File: src/rtl/register_file_param.sv
// Parametrised CPU register file with a hardware program counter and a bounded,
// downward-growing stack pointer. Reads are registered with one cycle of latency.
module register_file_param #(
    parameter int unsigned      WIDTH       = 16,
    parameter int unsigned      NUM_REGS    = 8,
    parameter int unsigned      P_INDEX     = 3,
    parameter int unsigned      S_INDEX     = 4,
    parameter logic [WIDTH-1:0] PC_RESET    = '0,
    parameter logic [WIDTH-1:0] STACK_BASE  = 16'hFF00,
    parameter logic [WIDTH-1:0] STACK_LIMIT = 16'hFE00,
    localparam int unsigned     SW          = (NUM_REGS > 1) ? $clog2(NUM_REGS) : 1
) (
    input  logic             clock_in,
    input  logic             reset_n,
    input  logic [WIDTH-1:0] bus_in,
    output logic [WIDTH-1:0] bus_out,
    output logic             bus_oe,
    input  logic             write_en,
    input  logic [SW-1:0]    write_sel,
    input  logic             read_en,
    input  logic [SW-1:0]    read_sel,
    input  logic             pc_inc,
    input  logic             sp_push,
    input  logic             sp_pop,
    output logic [WIDTH-1:0] S_out,
    output logic [WIDTH-1:0] P_out,
    output logic             stack_overflow,
    output logic             stack_underflow
);

    // Parameter sanity: the dedicated P and S slots must be distinct and exist.
    if (P_INDEX == S_INDEX) begin : gen_index_collision
        $error("register_file_param: P_INDEX and S_INDEX must differ");
    end
    if (P_INDEX >= NUM_REGS || S_INDEX >= NUM_REGS) begin : gen_index_range
        $error("register_file_param: P_INDEX/S_INDEX must be below NUM_REGS");
    end
    if (STACK_LIMIT > STACK_BASE) begin : gen_stack_bounds
        $error("register_file_param: STACK_LIMIT must not exceed STACK_BASE");
    end

    logic [WIDTH-1:0] regs_q [NUM_REGS];
    logic [WIDTH-1:0] regs_d [NUM_REGS];
    logic [WIDTH-1:0] bus_out_q, bus_out_d;
    logic             bus_oe_q;
    logic             ovf_q, ovf_d;
    logic             unf_q, unf_d;

    logic             read_valid;
    logic             write_valid;
    logic             push_only;
    logic             pop_only;
    logic [WIDTH-1:0] sp;
    logic [WIDTH-1:0] pc;

    assign sp = regs_q[S_INDEX];
    assign pc = regs_q[P_INDEX];

    // Guards only matter when NUM_REGS is not a power of two.
    assign read_valid  = 32'(read_sel) < NUM_REGS;
    assign write_valid = 32'(write_sel) < NUM_REGS;

    // A simultaneous push and pop cancels out entirely.
    assign push_only = sp_push & ~sp_pop;
    assign pop_only  = sp_pop & ~sp_push;

    always_comb begin
        regs_d = regs_q;
        ovf_d  = ovf_q;
        unf_d  = unf_q;

        if (pc_inc) begin
            regs_d[P_INDEX] = pc + {{(WIDTH-1){1'b0}}, 1'b1};
        end

        if (push_only) begin
            if (sp == STACK_LIMIT) begin
                ovf_d = 1'b1;
            end else begin
                regs_d[S_INDEX] = sp - {{(WIDTH-1){1'b0}}, 1'b1};
            end
        end else if (pop_only) begin
            if (sp == STACK_BASE) begin
                unf_d = 1'b1;
            end else begin
                regs_d[S_INDEX] = sp + {{(WIDTH-1){1'b0}}, 1'b1};
            end
        end

        // Bus writes take priority over PC/SP updates; writing S restarts flag tracking.
        if (write_en && write_valid) begin
            regs_d[write_sel] = bus_in;
            if (32'(write_sel) == S_INDEX) begin
                ovf_d = 1'b0;
                unf_d = 1'b0;
            end
        end
    end

    always_comb begin
        bus_out_d = bus_out_q;
        if (read_en) begin
            bus_out_d = read_valid ? regs_q[read_sel] : '0;
        end
    end

    always_ff @(posedge clock_in or negedge reset_n) begin
        if (!reset_n) begin
            for (int i = 0; i < NUM_REGS; i++) begin
                if (i == P_INDEX) begin
                    regs_q[i] <= PC_RESET;
                end else if (i == S_INDEX) begin
                    regs_q[i] <= STACK_BASE;
                end else begin
                    regs_q[i] <= '0;
                end
            end
            bus_out_q <= '0;
            bus_oe_q  <= 1'b0;
            ovf_q     <= 1'b0;
            unf_q     <= 1'b0;
        end else begin
            regs_q    <= regs_d;
            bus_out_q <= bus_out_d;
            bus_oe_q  <= read_en;
            ovf_q     <= ovf_d;
            unf_q     <= unf_d;
        end
    end

    assign bus_out         = bus_out_q;
    assign bus_oe          = bus_oe_q;
    assign P_out           = pc;
    assign S_out           = sp;
    assign stack_overflow  = ovf_q;
    assign stack_underflow = unf_q;

endmodule
File: config.mk
export PLATFORM = sky130hd
export DESIGN_NAME = register_file_param
export DESIGN_NICKNAME = d
export VERILOG_FILES = /design/src/rtl/register_file_param.sv
export SDC_FILE = /design/constraint.sdc
export NUM_CORES = 1
export LEC_CHECK = 0
export ABC_CLOCK_PERIOD_IN_PS = 2000
export CORE_MARGIN = 4
export CORE_UTILIZATION = 35
export CTS_CLUSTER_SIZE = 28
export DETAILED_ROUTE_END_ITERATION = 8
export GPL_ROUTABILITY_DRIVEN = 0
export PLACE_DENSITY = 0.51
export SYNTH_ARGS = -nofsm -noshare
export SYNTH_HDL_FRONTEND = slang
export SYNTH_SLANG_ARGS = --single-unit
File: constraint.sdc
create_clock -name clock_in -period 2 [get_ports clock_in]
set_input_delay 0.4 -clock clock_in [delete_from_list [all_inputs] [get_ports clock_in]]
set_output_delay 0.4 -clock clock_in [all_outputs]
set_load 0.01 [all_outputs]
==> results of run 1 <==
[power breakdown]
group	total (mW)	switching (mW)	internal [mW]
clock network	3.07	1.31	1.76
registers	4.33	0.551	3.78
logic	3.79	1.68	2.11
total	11.2	3.55	7.64
[registers in the layout, summed over array words and instances, names as in the netlist]
register and count:
regs_q 96, P_out 16, S_out 16, bus_out 16, bus_oe 1, stack_overflow 1
stack_underflow 1
[kinds of logic after synthesis]
logic type      share of synthesized area
compound gates                     0.0554
flops                               0.489
simple gates                       0.0991
mux                                 0.259
xor+xnor                           0.0325
buf+inv                            0.0601
fa+ha+maj                         0.00498
[path summary, 6_finish.rpt]
check,start,endpoint,slack [ns],cells after the start
worst max-delay path,S_out[14],S_out[14],0.06,1
worst min-delay path,regs_q[33],regs_q[33],0.48,2
worst max register to register,S_out[8],S_out[2],0.10,6
worst min register to register,regs_q[33],regs_q[33],0.48,2
max in group asynchronous,reset_n,regs_q[108],0.86,3
min in group asynchronous,reset_n,regs_q[35],0.50,2
[per-layer routing]
metal / track usage / share of wire / vias up
met2: 0.273 / 0.49 / 99
li1: - / - / 2414
met4: 0.0492 / 0.014 / 0
met1: 0.239 / 0.47 / 2650
met5: 0 / 0 / -
met3: 0.0263 / 0.027 / 19
[what timing repair did]
action | 4_1_cts | 5_1_grt
buffers inserted | 6 | 4
hold buffers | 1 | 0
endpoints found under the setup margin | 10 | 7
pin swaps | 0 | 1
resized for setup | 6 | 8
endpoints found under the hold margin | 41 | 0
[Yosys cell counts, types with 7 or more instances]
cell type / count / area [um2]
dfrtp_1: 139 / 3480
mux2_2: 91 / 1020
nor2_1: 42 / 158
a21oi_1: 40 / 200
buf_4: 34 / 255
mux4_2: 31 / 698
nand2_1: 28 / 105
mux2i_1: 20 / 200
clkbuf_1: 18 / 67.6
nand3_1: 14 / 70.1
nor3_1: 14 / 70.1
xnor2_1: 14 / 123
xor2_1: 14 / 123
o21ai_1: 12 / 60.1
buf_2: 11 / 55.1
inv_1: 10 / 37.5
dfstp_2: 8 / 210
nand4_1: 7 / 43.8
o21ai_0: 7 / 35.0
[cell type report]
type | count | area (um2) | share of cell area
flip-flops and latches | 147 | 3690 | 0.385
multi-input cells | 390 | 3440 | 0.360
repair buffers | 153 | 1490 | 0.156
well taps | 275 | 344 | 0.0359
clock inverters | 14 | 129 | 0.0135
inverters | 10 | 37.5 | 0.00392
clock buffers | 18 | 439 | 0.0458
[through the flow]
stage          TNS, ns  power [mW]  cells  utilization  setup WS, ns
6_report             0        11.2   1007        0.454        0.0557
5_1_grt        -0.0248        11.8   1007        0.454       -0.0192
4_1_cts              0        11.2   1003        0.451        0.0213
3_5_place_dp    -0.997        8.03    964        0.421       -0.0788
3_3_place_gp    -0.695        7.95    964        0.421       -0.0780
2_1_floorplan        0        6.58    614            -         0.182
[tightest hold or removal path, delay by kind of cell, from the launching register on]
| family | cells | cell delay (ns) |
|---|---|---|
| flops | 1 | 0.34 |
| compound gates | 1 | 0.06 |
| simple gates | 1 | 0.04 |
==> results.py, run 1 <==
metrics = {
    "run_status": {
        "outcome": "completed",
    },
    "timing": {
        "finalClockSkew_ns": 0.00718,
        "slew_viol_final": 0,
        "worst_pin_slew_ns": 0.500,
        "period_share": 0.972,
        "finalHoldViolations": 0,
        "slew_headroom": 0.667,
        "rsz0062_at_grt": "true",
        "hold_ws_ns": 0.481,
        "setup_viol": 0,
        "fmax_mhz": 514,
        "period_minus_slack_ns": 1.94,
    },
    "floorplan": {
        "die-area_um2": 24000,
        "fp.dieW_um": 155,
        "ios": 80,
        "core_area_um2": 21100,
        "start_util": 0.357,
        "rows": 53,
        "die_h_um": 155,
    },
    "clock_network": {
        "cts.reportedPaths.clkPinSlew_ns": 0.06,
        "cts_root_buf": "clkbuf_16",
        "clock_latency_ns": 0.42,
        "cts_tree": "done",
        "cts.sinks": 147,
        "cts_buffer_depth": 2,
        "htreeDepth": 4,
        "cts-buffers-inserted": 17,
    },
    "cells_and_area": {
        "antenna_cells": 0,
        "syn2layout_area_growth_pct": 27.1,
        "nets": 751,
        "postLayoutCellArea_um2": 9580,
        "layout-drive-gt1-share": 0.350,
        "final_common_cell": "dfrtp_1",
        "layout_common_cells": "dfrtp_1, mux2_2, clkdlybuf4s50_1",
        "fillers": 2002,
    },
    "drt": {
        "firstDrtPassIters": 4,
        "post_drt_wl_per_cell_um": 19.5,
        "ant_nets": 0,
        "routed_wl_um": 19600,
        "vias": 5182,
        "drc": 0,
        "drtIter0Drc": 217,
        "routed_via_density": 5.15,
    },
    "global_route": {
        "antenna_found_initial": 0,
        "grt_overflow": 0,
        "grt_pass1_wl_um": 31500,
        "grt_max_degree": 49,
        "grt_pass1_vias": 5542,
        "grt_usage": 0.170,
    },
    "yosys": {
        "postSynthAreaPerCell_um2": 12.3,
        "synth_nets": 646,
        "seq_area_frac_synth": 0.489,
        "synth_edf_count": 0,
        "yosys_warnings": 0,
        "synthArstFlopShare": 1.00,
        "synth_ff_type": "dfrtp_1",
        "ys_seq_elements": 147,
        "syn_area_um2": 7540,
        "ys_types": 50,
        "syn-instance-count": 614,
    },
    "job": {
        "cap_violations": 0,
    },
    "critical_path": {
        "worstSetupEndpointType": "output port",
        "cp-start-kind": "flip-flop",
        "slowest_delay_ns": 0.58,
        "arrival_ns": 1.54,
        "path_cells": "clkdlybuf4s50_1",
        "crit_buf_inv": 1,
        "crit_slowest_cell": "dfstp_2",
        "criticalPathCategory": "flip-flop to output port",
        "cp.required_ns": 1.60,
        "crit_family": "flip-flops",
        "path_max_fanout": 5,
    },
    "worst_hold_path": {
        "min_path_type": "flip-flop to flip-flop",
    },
    "placed_design": {
        "dp_hpwl_um": 14000,
        "io_buffers": 79,
        "place_area_um2": 8880,
    },
    "power": {
        "leakage_nw": 3.96,
        "irDropWorstVdd_mv": 0.577,
        "power.density_nw_per_um2": 1170,
    },
}
Power figures use the tool's default switching activity.
==> inputs of run 2 (changes only) <==
CORE_MARGIN = default   (was 4)
CORE_UTILIZATION = 44   (was 35)
PLACE_DENSITY = 0.62   (was 0.51)
==> run 2 against run 1 <==
Sequential share of layout area grew 0.50 points. Hold slack got worse by 0.010 ns. Flip-flop and latch count did not move. Register-to-register slack is essentially flat. First-iteration DRC count grew 20%. Critical path depth did not move. Core utilization increased by 11 points. Total power is 0.36% higher. Clock skew fell by 0.00093 ns. Via count rose by 0.68%. Critical path type unchanged. Critical endpoint is now S_out[13]. Largest cell class unchanged.
==> results.py, run 2 (synthesized netlist as in run 1, its figures left out) <==
metrics = {
    "drt": {
        "vias": 5217,
        "ant_nets": 0,
        "firstDrtPassIters": 5,
        "drc": 0,
        "post_drt_wl_per_cell_um": 19.5,
        "drtIter0Drc": 261,
        "routed_via_density": 5.54,
        "routed_wl_um": 18400,
    },
    "floorplan": {
        "fp.dieW_um": 133,
        "start_util": 0.453,
        "core_area_um2": 16600,
        "rows": 47,
        "die_h_um": 133,
        "die-area_um2": 17700,
        "ios": 80,
    },
    "critical_path": {
        "crit_buf_inv": 1,
        "path_max_fanout": 5,
        "slowest_delay_ns": 0.59,
        "crit_slowest_cell": "dfstp_2",
        "crit_start": "S_out[13]",
        "cp.required_ns": 1.60,
        "r2r.worst_path.cells": 7,
        "critical_path_cell_count": 1,
        "r2r-start": "S_out[0]",
        "crit_family": "flip-flops",
        "path_cells": "clkdlybuf4s50_1",
        "cp-start-kind": "flip-flop",
        "arrival_ns": 1.55,
        "criticalPathCategory": "flip-flop to output port",
        "worstSetupEndpointType": "output port",
        "r2r_end": "S_out[2]",
        "reg2reg_slack_ns": 0.11,
    },
    "worst_hold_path": {
        "min_path_type": "input port to async pin",
    },
    "cells_and_area": {
        "layout-drive-gt1-share": 0.336,
        "layout_common_cells": "dfrtp_1, mux2_2, clkdlybuf4s50_1",
        "nets": 741,
        "syn2layout_area_growth_pct": 25.4,
        "postLayoutCellArea_um2": 9460,
        "largest_register": "regs_q",
        "multi_input_area_um2": 3440,
        "antenna_cells": 0,
        "final_common_cell": "dfrtp_1",
        "fillers": 1392,
        "register_area_um2": 3690,
        "largest_reg_flops": 96,
    },
    "placed_design": {
        "place_area_um2": 8730,
        "dp_hpwl_um": 12800,
        "io_buffers": 79,
    },
    "timing": {
        "setup_viol": 0,
        "period_minus_slack_ns": 1.95,
        "rsz0062_at_grt": "true",
        "fmax_mhz": 512,
        "finalClockSkew_ns": 0.00626,
        "period_share": 0.976,
        "slew_viol_final": 0,
        "worst_pin_slew_ns": 0.454,
        "tns_ns": 0,
        "finalHoldViolations": 0,
        "slew_headroom": 0.697,
    },
    "clock_network": {
        "cts.reportedPaths.clkPinSlew_ns": 0.06,
        "cts-buffers-inserted": 17,
        "clock_latency_ns": 0.42,
        "cts_root_buf": "clkbuf_16",
        "htreeDepth": 4,
        "cts_tree": "done",
        "cts.sinks": 147,
        "cts_buffer_depth": 2,
    },
    "run_status": {
        "outcome": "completed",
    },
    "power": {
        "leakage_nw": 3.92,
        "power.density_nw_per_um2": 1190,
        "power_mw": 11.2,
        "irDropWorstVdd_mv": 0.648,
    },
    "global_route": {
        "grt_usage": 0.223,
        "grt_overflow": 0,
        "antenna_found_initial": 0,
        "grt_pass1_wl_um": 30200,
        "grt_pass1_vias": 5457,
        "grt_max_degree": 44,
    },
    "job": {
        "cap_violations": 0,
    },
}
-- run 2: cell types whose count changed in the layout (fill, tap and decap cells not counted), moves of 3 or more --
| cell | delta |
|---|---|
| buf_4 | -10 |
| clkinv_4 | -3 |
| inv_6 | -3 |
| clkbuf_8 | +4 |
-- run 2: where the power goes --
group	total (mW)	switching, mW	leakage (nW)	internal, mW
combinational	3.69	1.63	1.89	2.06
clock	3.19	1.20	0.291	1.99
sequential	4.35	0.569	1.74	3.78
-- run 2: routing by layer --
| layer | up-vias | wire length, um | global-route usage |
|---|---|---|---|
| met2 | 116 | 8660 | 0.344 |
| met1 | 2691 | 8660 | 0.326 |
| li1 | 2395 | - | - |
| met3 | 15 | 843 | 0.0326 |
| met5 | - | 0 | 0 |
| met4 | 0 | 205 | 0.0677 |
-- run 2: area by class of cell --
cell class | count | share of cell area
timing repair buffer | 143 | 0.150
multi-input combinational | 390 | 0.363
tap | 220 | 0.0291
clock buffer | 23 | 0.0527
clock inverter | 8 | 0.0105
sequential | 147 | 0.390
inverter | 10 | 0.00397
-- run 2: timing repair --
item | 4_1_cts | 5_1_grt
gates resized for setup | 4 | 7
endpoints found under the setup margin | 8 | 7
hold endpoints to repair | 39 | 0
buffers inserted | 8 | 2
cloned | 0 | 0
hold buffers | 1 | 0
-- run 2: worst max-delay path by stage --
stage          slack, ns    endpoint
2_1_floorplan       0.18  bus_out[5]
3_3_place_gp       -0.05   P_out[15]
3_5_place_dp       -0.08   P_out[13]
4_1_cts             0.01   S_out[14]
5_1_grt            0.003    S_out[2]
6_report            0.05   S_out[13]
-- run 2: through the flow --
stage	hold slack (ns)	std cells	utilization	worst slack, ns
floorplan	0.104	614	-	0.182
global route	0.516	941	0.568	0.00256
detailed placement	0.357	899	0.525	-0.0838
finish	0.471	941	0.568	0.0472
CTS	0.481	939	0.565	0.0121
global placement	0.352	899	0.525	-0.0546
